**src/rtl/uart_tx_arbiter.sv**
```systemverilog
// rtl/uart_tx_arbiter.sv - round-robin arbiter sharing one UART transmitter among four requesters
//
// Grants the transmitter to one requester per message. A grant starts with a
// round-robin pick, lasts until the owner drops req, goes idle for TIMEOUT
// cycles, or sends MAX_BYTES bytes, and is followed by one GAP cycle.
//
// Ports:
//   clk             in   clock, rising edge
//   rst             in   synchronous active-high reset
//   req[3:0]        in   per-requester request to own the transmitter
//   req_tx_data     in   per-requester byte, requester i on [8i+7:8i]
//   req_new_tx_data in   per-requester byte-valid strobe
//   gnt[3:0]        out  registered one-hot grant, or zero
//   req_tx_busy     out  per-requester busy (owner sees tx_busy, others 1)
//   tx_data[7:0]    out  byte to the transmitter
//   new_tx_data     out  byte strobe to the transmitter
//   tx_busy         in   transmitter busy
module uart_tx_arbiter #(
  parameter int TIMEOUT   = 1000,
  parameter int MAX_BYTES = 16
) (
  input  logic        clk,
  input  logic        rst,
  input  logic [3:0]  req,
  input  logic [31:0] req_tx_data,
  input  logic [3:0]  req_new_tx_data,
  output logic [3:0]  gnt,
  output logic [3:0]  req_tx_busy,
  output logic [7:0]  tx_data,
  output logic        new_tx_data,
  input  logic        tx_busy
);

  localparam logic [1:0] ST_IDLE  = 2'd0;
  localparam logic [1:0] ST_OWNED = 2'd1;
  localparam logic [1:0] ST_GAP   = 2'd2;

  // Idle counter value on the cycle whose increment completes TIMEOUT idle cycles.
  localparam logic [15:0] IDLE_LIMIT    = 16'(TIMEOUT - 1);
  localparam logic [8:0]  BYTE_LIMIT    = 9'(MAX_BYTES);
  localparam bit          BYTE_LIMIT_EN = (MAX_BYTES != 0);

  logic [1:0]  state_q, state_d;
  logic [1:0]  ptr_q, ptr_d;
  logic [1:0]  own_q, own_d;
  logic [3:0]  gnt_q, gnt_d;
  logic [7:0]  byte_cnt_q, byte_cnt_d;
  logic [15:0] idle_cnt_q, idle_cnt_d;

  logic        owned;
  logic        accept;
  logic        release_now;
  logic        found;
  logic [1:0]  pick;

  assign owned  = (state_q == ST_OWNED);
  // Reset gating keeps the transmitter quiet during the cycle rst is sampled.
  assign accept = owned & ~rst & req_new_tx_data[own_q] & ~tx_busy;

  // An unexpected state encoding never presents a grant.
  assign gnt         = owned ? gnt_q : 4'b0000;
  assign new_tx_data = accept;
  assign tx_data     = owned ? req_tx_data[{own_q, 3'b000} +: 8] : 8'h00;
  assign req_tx_busy = (owned & ~rst) ? (~gnt_q | {4{tx_busy}}) : 4'b1111;

  // First requester at or above ptr, wrapping modulo 4.
  always_comb begin
    found = 1'b0;
    pick  = ptr_q;
    for (int k = 0; k < 4; k++) begin
      if (!found && req[ptr_q + 2'(k)]) begin
        found = 1'b1;
        pick  = ptr_q + 2'(k);
      end
    end
  end

  always_comb begin
    state_d     = state_q;
    ptr_d       = ptr_q;
    own_d       = own_q;
    gnt_d       = gnt_q;
    byte_cnt_d  = byte_cnt_q;
    idle_cnt_d  = idle_cnt_q;
    release_now = 1'b0;

    case (state_q)
      ST_OWNED: begin
        if (accept) begin
          // A byte accepted while req falls is still forwarded; release
          // is decided on a later cycle once req is seen low again.
          byte_cnt_d = byte_cnt_q + 8'd1;
          idle_cnt_d = 16'd0;
          if (BYTE_LIMIT_EN && (({1'b0, byte_cnt_q} + 9'd1) == BYTE_LIMIT)) begin
            release_now = 1'b1;
          end
        end else if (!req[own_q]) begin
          release_now = 1'b1;
        end else if (!tx_busy) begin
          idle_cnt_d = idle_cnt_q + 16'd1;
          if (idle_cnt_q == IDLE_LIMIT) begin
            release_now = 1'b1;
          end
        end

        if (release_now) begin
          state_d = ST_GAP;
          gnt_d   = 4'b0000;
          ptr_d   = own_q + 2'd1;
        end
      end

      ST_GAP: begin
        state_d = ST_IDLE;
        gnt_d   = 4'b0000;
      end

      default: begin
        // IDLE, and any illegal encoding recovers through the same path.
        gnt_d   = 4'b0000;
        state_d = ST_IDLE;
        if (found) begin
          state_d    = ST_OWNED;
          own_d      = pick;
          gnt_d      = 4'b0001 << pick;
          byte_cnt_d = 8'd0;
          idle_cnt_d = 16'd0;
        end
      end
    endcase
  end

  always_ff @(posedge clk) begin
    if (rst) begin
      state_q    <= ST_IDLE;
      ptr_q      <= 2'd0;
      own_q      <= 2'd0;
      gnt_q      <= 4'b0000;
      byte_cnt_q <= 8'd0;
      idle_cnt_q <= 16'd0;
    end else begin
      state_q    <= state_d;
      ptr_q      <= ptr_d;
      own_q      <= own_d;
      gnt_q      <= gnt_d;
      byte_cnt_q <= byte_cnt_d;
      idle_cnt_q <= idle_cnt_d;
    end
  end

endmodule

```
**config.mk**
```make
export PLATFORM = sky130hd
export DESIGN_NAME = uart_tx_arbiter
export DESIGN_NICKNAME = d
export VERILOG_FILES = /design/src/rtl/uart_tx_arbiter.sv
export SDC_FILE = /design/constraint.sdc
export NUM_CORES = 1
export LEC_CHECK = 0
export BUFFER_PORTS_ARGS = -buffer_cell sky130_fd_sc_hd__buf_4
export CORE_MARGIN = 5
export CORE_UTILIZATION = 49
export CTS_CLUSTER_SIZE = 20
export DETAILED_ROUTE_END_ITERATION = 7
export PLACE_DENSITY = 0.75
export SLEW_MARGIN = 0
export SYNTH_ARGS = -nofsm -noshare
export SYNTH_HDL_FRONTEND = slang
export SYNTH_SLANG_ARGS = --single-unit
```
**constraint.sdc**
```tcl
create_clock -name clk -period 5.11 [get_ports clk]
set_input_delay 1.533 -clock clk [delete_from_list [all_inputs] [get_ports clk]]
set_output_delay 1.533 -clock clk [all_outputs]
set_load 0.005 [all_outputs]
```
==> results.md, run 1 <==
- Commonest non-fill, non-tap cell in the layout: buf_4
- Critical path launch point type: primary input
- Max Fclk: around 250 MHz
- Mapped Avg Cell Area: between 8 and 9 um2
- Wire per inst: approximately 15 um
- Total congestion overflow: 0
- FFs w/ async S/R, synth: 0
- Overall Global Routing Usage: 0.184
- Cell area after placement: approximately 2700 um2
- Top delay family on crit path: multiplexers
- Number of flops mapped to enable cells by yosys: 0
- Leakage: 1.08 nW
- Max-Cap Viols: 0
- Area grow syn2layout: 23.6%
- Crit share post-route: 0.791
- H-Tree Level Count: 2
- Std cell rows: 24
- Clk slew on worst S/H paths: 0.07 ns
- HP Start: gnt_q[0]
- Comb power frac: 0.429
- Crit path required time: around 3.6 ns
- Via Count: 2,044
- CTS root buf: clkbuf_8
- Clk pwr share: 0.211
- Placed instance count: between 300 and 400
- R2r worst-path depth: 6
- Buf+Inv Stages, Crit Path: 2
- Setup Skew: a little over 0.006 ns
- Post-layout instance area: approximately 2800 um2
- Antenna cell count: 0
- Sequential power share: 0.359
- Fin util: 0.634
- Unrepaired setup endpoints after global routing: false
- Clock buffer count from CTS: 5
- Hpwl dp: around 4100 um
- Maximum clock insertion buffer count: 2
- Post-Route WL: roughly 5400 um
- Cell area after synthesis: roughly 2300 um2
- Core Area: approximately 4400 um2
- Most frequent cells in the layout: buf_4, nor2_1, dfxtp_1
- Minimum clock period: 4.04 ns
- Fillers: 382
- Post-synth net total: between 300 and 400
- Number of global-route vias before repair: approximately 2,000
- Hold-fix buffers, CTS: 0
- Int Pwr: between 0.6 and 0.7 mW
- CTS tree: built
- Initial core utilization: 0.513
- Setup ws final: between 1 and 1.5 ns
- Place WS: roughly 1.1 ns
- First-pass iteration count of the detailed router: 4
- Crit-path max cell delay: 0.50 ns
- Slew HR: 0.459
- Worst Tran Pin Value: 0.812 ns
- Design Power: ~0.97 mW
- Die area: 6080 um2
- Worst Path Max Fanout: 3
- Crit end category: output port
- Maximum vdd drop: ~0.36 mV
- Die height: 78.0 um
- # nets final: around 360
- Final Max Tran Viols: 0
- Flop2flop setup slack: about 2.2 ns
- Netlist cell types: 52
- Detail Route Antenna Nets: 0
- Cell mode on critical path: buf_4
- Post-cts sizing count: 0
- First-pass GRT wire length: between 9000 and 10,000 um
- Post-CTS Setup Inserts: 0
- DR iter-0 viols: 77
- Critical path origin: req_new_tx_data[3]
- Post-DR vias/cell: 5.55
- WHS Path Cells: 2
- Sum of negative setup slack: 0 ns
- Most used DFF post-synth: dfxtp_1
- Worst hold endpoint: gnt_q[0]
- WS Path Type: in -> out
- P_sw: roughly 0.36 mW
- Die width: around 78 um
- Critical path cell sequence: buf_4, mux4_2, and2_1, buf_4
- Fin cells: between 300 and 400
- Slowest CP cell: mux4_2
- Largest net degree at the start of global routing: 24
- CTS Sinks: 34
- Reg-to-Reg Start: own_q[0]
- Pwr/cell area: around 350 nW/um2
- Seq/Total Area, Yosys: 0.301
- Arr. time, crit path: roughly 2.5 ns
- Boundary Pins: 60
- Initial antenna violation count: 0
- Final Hold Viols: 0
- Sw Ratio: 0.374
- Post-route DRC: 0
- Capture point of the worst reg-to-reg path: idle_cnt_q[8]
- Mapped Cells: between 200 and 300
- Worst hold slack: approximately 0.48 ns
- Yosys reg bits: 34
- Hold crit path type: reg -> reg
- Share of layout cells above drive strength 1: 0.301
- Ys Warns: 0
- Setup violations, final: 0
- Routability congestion estimate: ~0.86
- Later-pin clock latency in the skew report: around 0.29 ns
- Status: complete, no violations
- Port Buffer Count: approximately 60
## Yosys cell counts (2+ instances only)
library cell / n / area share
nor3_2: 5 / 0.022
nand3b_1: 2 / 0.0066
nand2_1: 25 / 0.041
mux4_2: 10 / 0.10
nand4_1: 2 / 0.0055
nor3b_1: 4 / 0.013
xnor2_1: 13 / 0.050
mux2_4: 2 / 0.013
and3_1: 2 / 0.0055
nand3_1: 11 / 0.024
or3b_1: 2 / 0.0077
nor3_1: 9 / 0.020
buf_1: 2 / 0.0033
buf_4: 2 / 0.0066
dfxtp_1: 34 / 0.30
clkbuf_1: 4 / 0.0066
nor2b_1: 6 / 0.017
a21o_1: 4 / 0.013
o21ai_0: 7 / 0.015
nor4_2: 2 / 0.011
o211a_1: 2 / 0.0088
buf_6: 2 / 0.0099
a21oi_1: 16 / 0.035
nor2_1: 36 / 0.060
nor4_1: 2 / 0.0055
and2_1: 13 / 0.036
inv_1: 7 / 0.012
ha_1: 5 / 0.028
mux2i_1: 5 / 0.022
or4_1: 2 / 0.0066
## area by class of cell
cell class / instances / area, um2 / area share
sequential: 34 / 681 / 0.243
inverter: 7 / 26.3 / 0.00939
tap: 52 / 65.1 / 0.0233
timing repair buffer: 59 / 443 / 0.158
multi-input combinational: 208 / 1490 / 0.533
clock inverter: 1 / 5.00 / 0.00179
clock buffer: 7 / 86.3 / 0.0309
## kinds of logic (layout without fill, tap and decap cells)
family | after synthesis | after routing | share of synthesized area
compound gates | 38 | 38 | 0.107
xor+xnor | 14 | 14 | 0.0542
flops | 34 | 34 | 0.301
mux | 18 | 18 | 0.140
buf+inv | 18 | 74 | 0.0404
fa+ha+maj | 5 | 5 | 0.0276
simple gates | 133 | 133 | 0.331
## metal layers
layer,track usage,share of wire
met4,0.0659,0.017
met2,0.305,0.51
met5,0,0
met3,0.0313,0.019
met1,0.240,0.45
## worst reg2reg max path, cell delays in order, from the launching register on
cell and delay [ns]:
dfxtp_1 0.81, mux4_2 0.64, a21oi_1 0.21, o31a_1 0.68, nor3_1 0.18, xnor2_1 0.19
nor2_1 0.05
## how the worst max path moves through the flow
stage | endpoint | depth (start not counted)
finish | new_tx_data | 4
global route | new_tx_data | 4
CTS | new_tx_data | 4
detailed placement | new_tx_data | 4
global placement | new_tx_data | 4
floorplan | new_tx_data | 2
## power groups by stage
stage | combinational, mW | clock (mW) | sequential [mW]
detailed placement | 0.418 | 0 | 0.355
global route | 0.464 | 0.227 | 0.356
CTS | 0.419 | 0.211 | 0.349
global placement | 0.410 | 0 | 0.355
floorplan | 0.339 | 0 | 0.326
finish | 0.416 | 0.205 | 0.348
## state kept, by name (all words and copies together) (netlist names)
register	cells
idle_cnt_q	16
byte_cnt_q	8
gnt_q	4
own_q	2
ptr_q	2
state_q	2
(Power assumes the default switching activity.)
==> run 2: changes to the inputs <==
==> constraint.sdc (replaced) <==
create_clock -name clk -period 4.1 [get_ports clk]
set_input_delay 1.23 -clock clk [delete_from_list [all_inputs] [get_ports clk]]
set_output_delay 1.23 -clock clk [all_outputs]
set_load 0.005 [all_outputs]
==> run 2 against run 1 <==
Critical path depth unchanged. Non-clock buffer count up 3. Sequential share of layout area down 0.12 points.
==> results.md, run 2 (synthesized netlist as in run 1, its figures left out) <==
- Critical path origin: req_new_tx_data[3]
- Number of global-route vias before repair: between 1,500 and 2,000
- Minimum clock period: ~3.4 ns
- Max reg flops: 16
- CP Depth: 4
- Crit end category: output port
- Setup ws final: between 0.6 and 0.7 ns
- Cell area after placement: 2730 um2
- Max-Cap Viols: 0
- Die area: about 6100 um2
- Commonest non-fill, non-tap cell in the layout: buf_4
- Crit share post-route: 0.834
- First-pass GRT wire length: 9000 um
- Setup violations, final: 0
- WS Path Type: in -> out
- Met3 GRT Util: 0.0324
- Worst Path Max Fanout: 3
- Post-CTS Setup Inserts: 0
- Hold-fix buffers, CTS: 0
- Die height: between 70 and 80 um
- Buf+Inv Stages, Crit Path: 2
- Wire per inst: roughly 14 um
- CTS tree: built
- Unrepaired setup endpoints after global routing: false
- Critical path launch point type: primary input
- Design Power: 1.20 mW
- Top Usage Layer GRT: met2
- Worst Tran Pin Value: approximately 0.66 ns
- Place WS: roughly 0.68 ns
- Boundary Pins: 60
- Global Route met1 Usage: 0.231
- R2r worst-path depth: 6
- Antenna cell count: 0
- Core Area: 4410 um2
- GRT met2 Usage: 0.311
- CTS Sinks: 34
- Status: complete, no violations
- Setup Skew: 0.00823 ns
- Worst hold slack: about 0.48 ns
- Post-layout instance area: between 2000 and 3000 um2
- Detail Route Antenna Nets: 0
- Crit-path max cell delay: between 0.4 and 0.5 ns
- Via Count: 2,045
- Clock buffer count from CTS: 5
- Capture point of the worst reg-to-reg path: byte_cnt_q[2]
- Routability congestion estimate: ~0.83
- Std cell rows: 24
- Initial antenna violation count: 0
- Post-Route WL: roughly 5300 um
- Later-pin clock latency in the skew report: approximately 0.28 ns
- # nets final: between 300 and 400
- Critical path cell sequence: buf_4, mux4_2, and2_1, buf_4
- Crit path capture: new_tx_data
- Most frequent cells in the layout: buf_4, nor2_1, dfxtp_1
- First-pass iteration count of the detailed router: 4
- Initial core utilization: 0.513
- Hpwl dp: roughly 4100 um
- Final Hold Viols: 0
- H-Tree Level Count: 2
- Post-route DRC: 0
- Max Fclk: approximately 300 MHz
- Top delay family on crit path: multiplexers
- Crit path required time: 2.87 ns
- Area grow syn2layout: 24.2%
- Top reg by flops: idle_cnt_q
- Arr. time, crit path: approximately 2.2 ns
- Post-DR vias/cell: between 5 and 6
- Port Buffer Count: 59
- Largest net degree at the start of global routing: 24
- Final Max Tran Viols: 0
- Leakage: ~1.1 nW
- Sum of negative setup slack: 0 ns
- Hold crit path type: reg -> reg
- CTS root buf: clkbuf_8
- DR iter-0 viols: between 100 and 150
- Maximum clock insertion buffer count: 2
- Fin util: 0.637
- Cell mode on critical path: buf_4
- Slew HR: 0.561
- Fillers: 380
- Reg-to-Reg Start: state_q[0]
- Maximum vdd drop: about 0.32 mV
- Overall Global Routing Usage: 0.179
- Flop2flop setup slack: around 1.5 ns
- Placed instance count: 363
- Total congestion overflow: 0
- Pwr/cell area: about 430 nW/um2
- Clk slew on worst S/H paths: ~0.060 ns
- Slowest CP cell: mux4_2
- Post-cts sizing count: 0
- Largest regs: idle_cnt_q x16, byte_cnt_q x8, gnt_q x4
- Share of layout cells above drive strength 1: 0.306
- Die width: 78.0 um
- Fin cells: roughly 370
## run 2: changes by cell type in the layout (fill, tap and decap cells not counted)
cell,change
buf_4,+3
clkbuf_1,-1
clkinv_2,-1
## run 2: layout make-up
type,count,area [um2],share of cell area
clock buffer,6,82.6,0.0294
inverter,7,26.3,0.00935
multi-input combinational,208,1490,0.530
sequential,34,681,0.242
tap,52,65.1,0.0231
timing repair buffer,62,465,0.166
## run 2: power by group
| part | total (mW) | internal (mW) | switching, mW |
|---|---|---|---|
| clock network | 0.239 | 0.129 | 0.110 |
| logic | 0.536 | 0.262 | 0.274 |
| registers | 0.429 | 0.370 | 0.0586 |
| total | 1.20 | 0.762 | 0.442 |
## run 2: how the worst min path moves through the flow
| stage | from | to | slack [ns] | cells after the start |
|---|---|---|---|---|
| 2_1_floorplan | gnt_q[2] | gnt_q[2] | 0.45 | 2 |
| 3_3_place_gp | gnt_q[1] | gnt_q[1] | 0.47 | 2 |
| 3_5_place_dp | gnt_q[1] | gnt_q[1] | 0.47 | 2 |
| 4_1_cts | gnt_q[1] | gnt_q[1] | 0.48 | 2 |
| 5_1_grt | gnt_q[1] | gnt_q[1] | 0.51 | 2 |
| 6_report | gnt_q[1] | gnt_q[1] | 0.48 | 2 |
## run 2: metal layers
layer / up-vias / part of all wire
li1: 1038 / -
met1: 984 / 0.44
met2: 19 / 0.53
met3: 4 / 0.022
met4: 0 / 0.0081
met5: - / 0
## run 2: worst min-delay path: cells and delay by family (launching register included)
kind	cells	cell delay, ns
flip-flops	1	0.32
multiplexers	1	0.05
AND/OR/NAND/NOR	1	0.06
==> run 3: changes to the inputs <==
--- a/config.mk
+++ b/config.mk
@@ -7,10 +7,10 @@
 export LEC_CHECK = 0
 export BUFFER_PORTS_ARGS = -buffer_cell sky130_fd_sc_hd__buf_4
 export CORE_MARGIN = 5
-export CORE_UTILIZATION = 49
+export CORE_UTILIZATION = 48
 export CTS_CLUSTER_SIZE = 20
 export DETAILED_ROUTE_END_ITERATION = 7
-export PLACE_DENSITY = 0.75
+export PLACE_DENSITY = 0.77
 export SLEW_MARGIN = 0
 export SYNTH_ARGS = -nofsm -noshare
 export SYNTH_HDL_FRONTEND = slang
==> constraint.sdc (replaced) <==
create_clock -name clk -period 3.1 [get_ports clk]
set_input_delay 0.93 -clock clk [delete_from_list [all_inputs] [get_ports clk]]
set_output_delay 0.93 -clock clk [all_outputs]
set_load 0.005 [all_outputs]
==> run 3 against run 2 <==
First-iteration DRC count fell by 41%. Die area up 1.8%. Clock-buffer cell count is 1 higher. Setup slack worse by 0.41 ns. Routed wire length grew 5.5%. Combinational power rose by 49%. Critical path type unchanged. Largest cell class unchanged.
==> results.md, run 3 (synthesized netlist as in run 1, its figures left out) <==
- Unrepaired setup endpoints after global routing: false
- Minimum clock period: 2.83 ns
- Commonest non-fill, non-tap cell in the layout: buf_4
- CTS tree: built
- Number of global-route vias before repair: about 2,100
- Cell mode on critical path: buf_4
- Status: complete, no violations
- First-pass iteration count of the detailed router: 4
- Max reg flops: 16
- Crit-path max cell delay: between 0.4 and 0.5 ns
- Maximum clock insertion buffer count: 2
- Max Fclk: 354 MHz
- Buf+Inv Stages, Crit Path: 2
- Post-route DRC: 0
- Largest regs: idle_cnt_q x16, byte_cnt_q x8, gnt_q x4
- Overall Global Routing Usage: 0.194
- Die height: a little under 80 um
- Clock buffer count from CTS: 5
- Leakage: between 1 and 1.5 nW
- CTS Sinks: 34
- Post-cts sizing count: 0
- Arr. time, crit path: between 1.5 and 2 ns
- Boundary Pins: 60
- Sum of negative setup slack: 0 ns
- Clk slew on worst S/H paths: roughly 0.060 ns
- # nets final: ~370
- H-Tree Level Count: 2
- Initial core utilization: 0.486
- Slew HR: 0.674
- Detail Route Antenna Nets: 0
- Initial antenna violation count: 0
- Critical path cell sequence: buf_4, mux4_2, and2_1, buf_4
- Most frequent cells in the layout: buf_4, nor2_1, dfxtp_1
- Maximum vdd drop: just over 0.4 mV
- DR iter-0 viols: a little over 70
- Worst Tran Pin Value: 0.488 ns
- Critical path launch point type: primary input
- Top reg by flops: idle_cnt_q
- First-pass GRT wire length: 9570 um
- Later-pin clock latency in the skew report: slightly below 0.3 ns
- Routability congestion estimate: 0.789
- Std cell rows: 25
- Setup Skew: around 0.0043 ns
- Cell area after placement: 2780 um2
- Post-CTS Setup Inserts: 0
- Total congestion overflow: 0
- Hold crit path type: reg -> reg
- Port Buffer Count: 59
- Hpwl dp: 4410 um
- Die width: just under 80 um
- Setup violations, final: 0
- Crit path required time: around 2.2 ns
- Final Hold Viols: 0
- Via Count: 2,053
- Crit share post-route: 0.912
- Post-Route WL: around 5600 um
- Share of layout cells above drive strength 1: 0.318
- WS Path Type: in -> out
- Antenna cell count: 0
- Slowest CP cell: mux4_2
- CTS root buf: clkbuf_8
- Crit end category: output port
- Pwr/cell area: between 500 and 600 nW/um2
- Largest net degree at the start of global routing: 23
- Hold-fix buffers, CTS: 0
- Max-Cap Viols: 0
- Area grow syn2layout: 26.9%
- Final Max Tran Viols: 0
- Worst Path Max Fanout: 3
- Post-DR vias/cell: around 5.4
- Die area: around 6200 um2
- Core Area: 4660 um2
- Post-layout instance area: roughly 2900 um2
- Top delay family on crit path: multiplexers
- Wire per inst: approximately 15 um
run 3: cell count changes in the layout (fill, tap and decap cells not counted), sizes merged:
cell	previous run	this run
clkinv	0	1
buf	62	67
clkbuf	6	7
run 3: power breakdown:
part / total, mW / switching, mW / internal (mW)
combinational: 0.801 / 0.405 / 0.396
clock: 0.339 / 0.160 / 0.179
sequential: 0.545 / 0.0560 / 0.489
run 3: final cells by class:
cell class	instances	area, um2
Fill cell	412	1790
Multi-Input combinational cell	208	1490
Sequential cell	34	681
Timing Repair Buffer	67	515
Clock buffer	7	86.3
Tap cell	54	67.6
Inverter	7	26.3
Clock inverter	1	5.00
run 3: final timing paths:
| check | startpoint | endpoint | slack, ns | cells past startpoint |
|---|---|---|---|---|
| max reg2reg | own_q[0] | ptr_q[0] | 0.78 | 6 |
| min | gnt_q[0] | gnt_q[0] | 0.48 | 2 |
| max | req_new_tx_data[3] | new_tx_data | 0.27 | 4 |
| min reg2reg | gnt_q[0] | gnt_q[0] | 0.48 | 2 |
run 3: stage by stage:
step	total power, mW	hold WS (ns)	util	std cells	setup slack (ns)
after detailed placement	1.36	0.470	0.597	370	0.260
after global placement	1.34	0.465	0.597	370	0.285
after floorplan	1.10	0.447	-	260	0.539
after CTS	1.70	0.480	0.616	378	0.277
after global routing	1.81	0.513	0.616	378	0.211
final	1.68	0.480	0.616	378	0.274
run 3: per-layer routing:
layer	vias up	GRT usage	routed length (um)
met5	-	0	0
met4	0	0.0647	85
met3	9	0.0333	194
met2	37	0.346	2970
met1	961	0.235	2380
li1	1046	-	-
run 3: worst min-delay path, stage by stage (launching register included):
cell	delay, ns
dfxtp_1	0.32
nand2_1	0.06
mux2i_1	0.05
